**src/rtl/fetch_sequencer_pkg.sv**
```systemverilog
// Shared CPU control definitions: fetch sequencer state encodings.
package fetch_sequencer_pkg;

    localparam int FETCH_DATA_WIDTH = 32;

    typedef enum logic [1:0] {
        FETCH = 2'd0,
        HOLD  = 2'd1,
        DRAIN = 2'd2
    } fetch_state_t;

endpackage

```
**src/rtl/fetch_sequencer.sv**
```systemverilog
// Instruction-fetch controller: sequences the ProgramCounter, fetches words
// from the instruction bus and presents them to decode over valid/ready.
module fetch_sequencer
    import fetch_sequencer_pkg::*;
#(
    parameter int DATA_WIDTH = FETCH_DATA_WIDTH
) (
    input  logic                  clk,
    input  logic                  reset,
    input  logic [DATA_WIDTH-1:0] pcValue,
    output logic [DATA_WIDTH-1:0] pcDataIn,
    output logic                  pcWriteEnable,
    output logic                  pcWriteAdd,
    output logic                  pcCountEnable,
    output logic                  memRequest,
    output logic [DATA_WIDTH-1:0] memAddress,
    input  logic                  memReady,
    input  logic [DATA_WIDTH-1:0] memData,
    output logic                  instrValid,
    output logic [DATA_WIDTH-1:0] instrData,
    output logic [DATA_WIDTH-1:0] instrAddress,
    input  logic                  instrReady,
    input  logic                  redirectValid,
    input  logic                  redirectRelative,
    input  logic [DATA_WIDTH-1:0] redirectTarget
);

    fetch_state_t          r_state;
    logic [DATA_WIDTH-1:0] r_instrData;
    logic [DATA_WIDTH-1:0] r_instrAddress;
    logic [DATA_WIDTH-1:0] r_redirTarget;
    logic                  r_redirRelative;

    logic                  w_apply;
    logic                  w_applyRelative;
    logic [DATA_WIDTH-1:0] w_applyTarget;
    logic                  w_count;

    // A live redirect always overrides the stored one, so the newest wins in DRAIN.
    always_comb begin
        w_apply         = 1'b0;
        w_applyRelative = redirectRelative;
        w_applyTarget   = redirectTarget;
        w_count         = 1'b0;
        case (r_state)
            FETCH: begin
                if (redirectValid && memReady) begin
                    w_apply = 1'b1;
                end
            end
            DRAIN: begin
                if (memReady) begin
                    w_apply = 1'b1;
                    if (!redirectValid) begin
                        w_applyRelative = r_redirRelative;
                        w_applyTarget   = r_redirTarget;
                    end
                end
            end
            HOLD: begin
                if (redirectValid) begin
                    w_apply = 1'b1;
                end else if (instrReady) begin
                    w_count = 1'b1;
                end
            end
            default: ;
        endcase
    end

    always_comb begin
        pcWriteEnable = !reset && w_apply;
        pcWriteAdd    = !reset && w_apply && w_applyRelative;
        pcDataIn      = (!reset && w_apply) ? w_applyTarget : '0;
        pcCountEnable = !reset && w_count;
        memRequest    = !reset && ((r_state == FETCH) || (r_state == DRAIN));
        memAddress    = reset ? '0 : pcValue;
        instrValid    = !reset && (r_state == HOLD);
        instrData     = reset ? '0 : r_instrData;
        instrAddress  = reset ? '0 : r_instrAddress;
    end

    always_ff @(posedge clk) begin
        if (reset) begin
            r_state         <= FETCH;
            r_instrData     <= '0;
            r_instrAddress  <= '0;
            r_redirTarget   <= '0;
            r_redirRelative <= 1'b0;
        end else begin
            case (r_state)
                FETCH: begin
                    if (redirectValid && !memReady) begin
                        r_redirTarget   <= redirectTarget;
                        r_redirRelative <= redirectRelative;
                        r_state         <= DRAIN;
                    end else if (memReady && !redirectValid) begin
                        r_instrData    <= memData;
                        r_instrAddress <= pcValue;
                        r_state        <= HOLD;
                    end
                end
                DRAIN: begin
                    if (memReady) begin
                        r_state <= FETCH;
                    end else if (redirectValid) begin
                        r_redirTarget   <= redirectTarget;
                        r_redirRelative <= redirectRelative;
                    end
                end
                HOLD: begin
                    if (redirectValid || instrReady) begin
                        r_state <= FETCH;
                    end
                end
                default: r_state <= FETCH;
            endcase
        end
    end

endmodule

```
**config.mk**
```make
export PLATFORM = sky130hd
export DESIGN_NAME = fetch_sequencer
export DESIGN_NICKNAME = d
export VERILOG_FILES = /design/src/rtl/fetch_sequencer_pkg.sv /design/src/rtl/fetch_sequencer.sv
export SDC_FILE = /design/constraint.sdc
export NUM_CORES = 1
export LEC_CHECK = 0
export CELL_PAD_IN_SITES_DETAIL_PLACEMENT = 1
export CELL_PAD_IN_SITES_GLOBAL_PLACEMENT = 1
export CORE_MARGIN = 2
export CORE_UTILIZATION = 27
export DETAILED_ROUTE_END_ITERATION = 16
export PLACE_DENSITY = 0.85
export SETUP_SLACK_MARGIN = 0.2
export SLEW_MARGIN = 40
export SYNTH_ARGS = -nofsm -noshare
export SYNTH_HDL_FRONTEND = slang
export SYNTH_SLANG_ARGS = --single-unit
```
**constraint.sdc**
```tcl
create_clock -name clk -period 1.7 [get_ports clk]
set_clock_uncertainty 0.15 [all_clocks]
set_input_delay 0.255 -clock clk [delete_from_list [all_inputs] [get_ports clk]]
set_output_delay 0.255 -clock clk [all_outputs]
set_load 0.005 [all_outputs]
```
==> results of run 1 <==
-- synth_stat cells (all sizes together) --
library cell,instances,area (um^2)
or4b,1,10.0
nor4,1,6.26
a21oi,130,651
or3b,1,8.76
nor2,3,11.3
dfxtp,99,1980
nand2,262,983
inv,1,3.75
a2111o,1,11.3
nor3,1,5.00
nor4b,1,8.76
nor4bb,1,10.0
clkbuf,24,90.1
nor3b,2,20.0
nor2b,96,601
buf,32,284
nand4bb,1,11.3
and3b,1,8.76
-- layer usage --
layer  global-route usage  up-vias  routed length [um]
met1                0.254     2845                9160
met3               0.0720       39                1740
met4               0.0758        0                 588
li1                     -     2749                   -
met2                0.406      232               12900
met5                    0        -                   0
-- state kept, by name, indices dropped and copies added, names as in the netlist --
register,flops
r_instrAddress,32
r_instrData,32
r_redirTarget,32
r_state,2
r_redirRelative,1
-- power groups by stage --
| stage | logic (uW) | clock network, uW | registers (uW) |
|---|---|---|---|
| 6_report | 1650 | 2080 | 2540 |
| 5_1_grt | 1740 | 2200 | 2550 |
| 4_1_cts | 1420 | 2090 | 2490 |
| 3_5_place_dp | 1150 | 0 | 2540 |
| 3_3_place_gp | 1130 | 0 | 2530 |
| 2_1_floorplan | 482 | 0 | 2520 |
-- cell families (layout without fill, tap and decap cells) --
family                 count (synthesis)  in the layout  synth area share
AO/OA/AOI/OAI                        131            131             0.141
buffers and inverters                 57            384            0.0803
other                                  0              2                 0
flip-flops                            99             99             0.421
AND/OR/NAND/NOR                      371            371             0.358
-- repair_timing --
item                                    CTS  global route
hold buffers                              0             0
gates resized for setup                 459           335
endpoints found under the setup margin  230           184
pin swaps                                13            39
gates cloned                             20             4
setup buffers                            24            10
hold endpoints to repair                  0             0
-- area by class of cell --
class,instances,area (um^2)
Fill cell,1957,7510
Antenna cell,2,5.00
Timing Repair Buffer,368,3650
Tap cell,225,282
Clock buffer,11,233
Inverter,1,3.75
Sequential cell,99,2050
Multi-Input combinational cell,502,3400
Clock inverter,4,52.6
-- layout by cell type (no fill, tap or decap), types with 2 or more instances in the layout --
cell             instances
nand2_1                152
clkdlybuf4s50_1         84
buf_4                   72
a21oi_2                 66
nor2b_1                 62
a21oi_1                 60
nand2_4                 59
dfxtp_1                 54
clkbuf_2                52
nand2_2                 51
dfxtp_2                 42
buf_2                   41
nor2b_2                 25
buf_6                   24
dlygate4sd2_1           18
buf_16                  17
clkdlybuf4s15_1         16
buf_12                  15
clkdlybuf4s15_2         14
clkbuf_16               13
nor2b_4                  9
dlymetal6s2s_1           6
a21oi_4                  4
nor2_2                   3
clkinvlp_4               3
buf_8                    3
dfxtp_4                  3
diode_2                  2
nor3b_4                  2
clkbuf_1                 2
bufbuf_16                2
-- worst reg2reg max path: stages (launching register included) --
cell and delay (ns):
dfxtp_4 0.36, buf_4 0.13, buf_6 0.10, or4b_4 0.58, buf_6 0.17, buf_16 0.15
nand2_4 0.06, a21oi_1 0.08
-- how the worst max path moves through the flow --
stage	startpoint	to	slack [ns]	cells after the start
2_1_floorplan	r_state[0]	pcDataIn[1]	0.12	6
6_report	r_state[1]	pcDataIn[28]	-0.58	5
3_3_place_gp	redirectValid	pcDataIn[25]	-0.81	7
3_5_place_dp	redirectValid	pcDataIn[29]	-0.87	7
4_1_cts	r_state[1]	pcDataIn[30]	-0.62	6
5_1_grt	r_state[0]	pcDataIn[12]	-0.63	7
-- through the flow --
stage	total power [uW]	hold WS, ns	instances	setup TNS (ns)
6_report	6260	0.163	1212	-29.02
5_1_grt	6490	0.172	1210	-34.25
4_1_cts	6000	0.167	1196	-23.23
3_5_place_dp	3690	0.296	1137	-95.15
3_3_place_gp	3660	0.287	1137	-91.33
2_1_floorplan	3000	0.176	658	0
==> results.ini, run 1 <==
[run_status]
status = complete, but fails checks
violations = setup timing

[drt]
drc = 0
wl_per_cell_um = 20.1
wirelength_um = 24400
drt_iter0_markers = 206
ant_nets = 0
dr.pass1.iters = 4
vias_per_cell = 4.84
vias = 5865

[floorplanning]
die_width_um = 136
ios = 235
die_area_um2 = 18500
row_count = 48
coreArea_um2 = 17200
initial_core_util = 0.274
fp.dieH_um = 136

[worst_setup_path]
worstPathRequired_ns = 1.29
cp-start-kind = register
r2r-end = r_instrAddress[4]
critPathKind = reg -> out
r2r.worst_path.cells = 7
rrSetupSlack_ns = -0.20
cp_slowest_cell = a2111o_2
endpoint_kind = output port
rr_startpoint = r_state[1]
cp_cell_sequence = a2111o_2 > buf_4 > bufbuf_16 > a21oi_2 > buf_2
worstPathMaxFanout = 4
path_delay_family = compound AO/OA/AOI/OAI gates
path_buf_inv = 3
arrival_ns = 1.87
critPathMaxStageDelay_ns = 0.52

[placement]
dpl_worst_slack_ns = -0.870
placed_cell_area_um2 = 7770
portBuffers = 234
gp_congestion = 0.756
place_hpwl_um = 12300

[power]
p_int_uw = 4490
power.share.clock = 0.332
combPwrFrac = 0.263
leakagePower_uw = 0.00412
power_density_nw_per_um2 = 648
power_frac_seq = 0.405
swShare = 0.283
p_sw_uw = 1770
ir_drop_v = 0.000437

[clock_tree]
clock_latency_ns = 0.34
ctsLongestPathBuffers = 2
root_buffer = clkbuf_16
cts-htree-levels = 3
cts.clk_slew.worst_paths_ns = 0.08
cts_sinks = 99
cts_made_buffers = 9
cts_tree = yes

[global_route]
antenna_found_initial = 2
grtUsageTotal = 0.227
first_global_vias = 6009
grt_remaining_overflow = 0
grt_max_degree = 34
grt_first_pass_wirelength_um = 32400

[sta]
rsz0062_at_grt = yes
timing.fmax_mhz = 439
worst_pin_slew_ns = 0.394
setup_ws_ns = -0.576
timing.final.crit_share = 1.34
period_minus_slack_ns = 2.28
drv_slew = 0
hold_violations = 0
slew_headroom = 0.737
setup_violations = 100

[logic_synthesis]
seq_area_frac_synth = 0.421
ys_ff_latch = 99
yosysWarningCount = 0
syn_area_per_cell_um2 = 7.15
synth_area_um2 = 4710
syn_nets = 760
synthCells = 658
synthDistinctLibCells = 21

[worst_hold_path]
min_delay_worst_endpoint = r_instrAddress[8]
hp-class = in -> reg
holdCritStartpoint = pcValue[8]
worst_hold_path.num_cells = 4

[layout]
utilization = 0.563
nets = 1083
area_delta_synth_final_pct = 105
drive_above_1_share = 0.535
fin_area_um2 = 9670

[job]
drv_cap = 0

Power figures use the tool's default switching activity.
==> inputs of run 2 (changes only) <==
--- a/config.mk
+++ b/config.mk
@@ -7,9 +7,10 @@
 export LEC_CHECK = 0
 export CELL_PAD_IN_SITES_DETAIL_PLACEMENT = 1
 export CELL_PAD_IN_SITES_GLOBAL_PLACEMENT = 1
-export CORE_MARGIN = 2
+export CORE_MARGIN = 10
 export CORE_UTILIZATION = 27
 export DETAILED_ROUTE_END_ITERATION = 16
+export MAX_ROUTING_LAYER = met4
 export PLACE_DENSITY = 0.85
 export SETUP_SLACK_MARGIN = 0.2
 export SLEW_MARGIN = 40
==> run 2 against run 1 <==
The run still ends with setup timing left. Sequential share of layout area down 3.3 points. Highest routed layer unchanged. Register-to-register slack worse by 0.21 ns. Fmax down 5.2%. Critical path type unchanged. Largest power group unchanged.
==> results.ini, run 2 (synthesis results as in run 1) <==
[global_route]
grt_first_pass_wirelength_um = 39100
first_global_vias = 6636
antenna_found_initial = 0
grtUsageTotal = 0.219
grt_remaining_overflow = 0
grt_max_degree = 34

[power]
power_density_nw_per_um2 = 609
ir_drop_v = 0.000484
finalPower_uw = 6790
leakagePower_uw = 0.00475

[worst_setup_path]
worstPathRequired_ns = 1.29
rr_startpoint = r_state[0]
r2r.worst_path.cells = 9
r2r-end = r_instrAddress[11]
cp-start-kind = register
rrSetupSlack_ns = -0.41
arrival_ns = 2.00
worstPathMaxFanout = 5
endpoint_kind = output port
critPathKind = reg -> out

[clock_tree]
clock_latency_ns = 0.35
cts-htree-levels = 3
root_buffer = clkbuf_16
cts_tree = yes
cts_sinks = 99
ctsLongestPathBuffers = 2
cts_made_buffers = 9
cts.clk_slew.worst_paths_ns = 0.08
cts_hold_buf = 0

[drt]
vias_per_cell = 5.21
wirelength_um = 35200
dr.pass1.iters = 4
ant_nets = 0
wl_per_cell_um = 27.9
met1_length_um = 12800
highest_layer = met4
wl_met2_um = 18700
drt_iter0_markers = 246
vias = 6569
drc = 0
route.met3.wl_um = 1980

[layout]
mostFrequentLayoutCell = nand2_1
final_cell_mix = nand2_1 (136), a21oi_2 (124), dfxtp_1 (97)
utilization = 0.649
fin_area_um2 = 11100
drive_above_1_share = 0.611
area_delta_synth_final_pct = 137
reg.largest.list = r_instrAddress (32), r_instrData (32), r_redirTarget (32)
nets = 1133
diodes = 0

[placement]
portBuffers = 234
dpl_worst_slack_ns = -0.869
placed_cell_area_um2 = 7750
gp_congestion = 0.743
place_hpwl_um = 13900

[worst_hold_path]
min_delay_worst_endpoint = r_instrAddress[10]
holdCritStartpoint = pcValue[10]
worst_hold_path.num_cells = 4
hp-class = in -> reg

[sta]
period_minus_slack_ns = 2.40
rsz0062_at_grt = yes
worst_pin_slew_ns = 0.294
hold_slack_ns = 0.296
hold_violations = 0
setup_violations = 164
drv_slew = 0
slew_headroom = 0.802
setup_ws_ns = -0.701
timing.final.crit_share = 1.41
timing.fmax_mhz = 416

[run_status]
status = complete, but fails checks
violations = setup timing

[floorplanning]
initial_core_util = 0.274
die_area_um2 = 23100
fp.dieH_um = 152
coreArea_um2 = 17200
ios = 235
row_count = 48
die_width_um = 152

[job]
drv_cap = 0

[run 2: changes by cell type in the layout (fill, tap and decap cells not counted), sizes merged]
cell	before	now
clkbuf	67	34
clkinv	0	1
bufinv	1	0
dlymetal6s2s	6	0
clkinvlp	3	1
dlygate4sd2	18	4
bufbuf	2	3
clkdlybuf4s50	84	96
buf	172	284
diode	2	0
clkdlybuf4s15	30	10
[run 2: worst max-delay path by stage]
stage / start / to / slack (ns)
3_3_place_gp: redirectValid / pcDataIn[29] / -0.84
2_1_floorplan: r_state[0] / pcDataIn[1] / 0.12
4_1_cts: r_state[1] / pcDataIn[10] / -0.62
5_1_grt: r_state[1] / pcDataIn[31] / -0.75
6_report: r_state[1] / pcDataIn[31] / -0.70
3_5_place_dp: redirectValid / pcDataIn[22] / -0.87
[run 2: report_power, final]
group,internal (uW),switching [uW]
clock network,1030,1040
logic,1190,972
registers,2430,133
total,4650,2140
[run 2: stage by stage]
step | std cells | TNS, ns
floorplan | 658 | 0
global placement | 1131 | -96.99
detailed placement | 1131 | -102.26
CTS | 1220 | -32.25
global route | 1260 | -58.17
finish | 1260 | -52.99
[run 2: critical path, stage by stage (launching register included)]
cell and delay (ns):
dfxtp_4 0.39, buf_4 0.14, nor4bb_4 0.27, buf_6 0.19, buf_12 0.12, buf_4 0.11, nand2_1 0.07, a21oi_1 0.20
buf_2 0.15
[run 2: area by class of cell]
cell class / count / area, um^2
fill: 1841 / 6030
tap: 225 / 282
sequential: 99 / 1990
timing repair buffer: 418 / 4580
multi-input combinational: 502 / 4030
clock inverter: 2 / 12.5
clock buffer: 13 / 250
inverter: 1 / 3.75
[run 2: timing repair]
| item | 4_1_cts | 5_1_grt |
|---|---|---|
| pin swaps | 28 | 125 |
| gates cloned | 27 | 20 |
| setup buffers | 47 | 20 |
| resized for setup | 602 | 446 |
| setup endpoints to repair | 230 | 222 |
[run 2: layer usage]
metal / GRT usage / vias up
li1: - / 2873
met1: 0.224 / 3294
met2: 0.393 / 301
met3: 0.0576 / 101
met4: 0.0844 / 0
met5: - / -
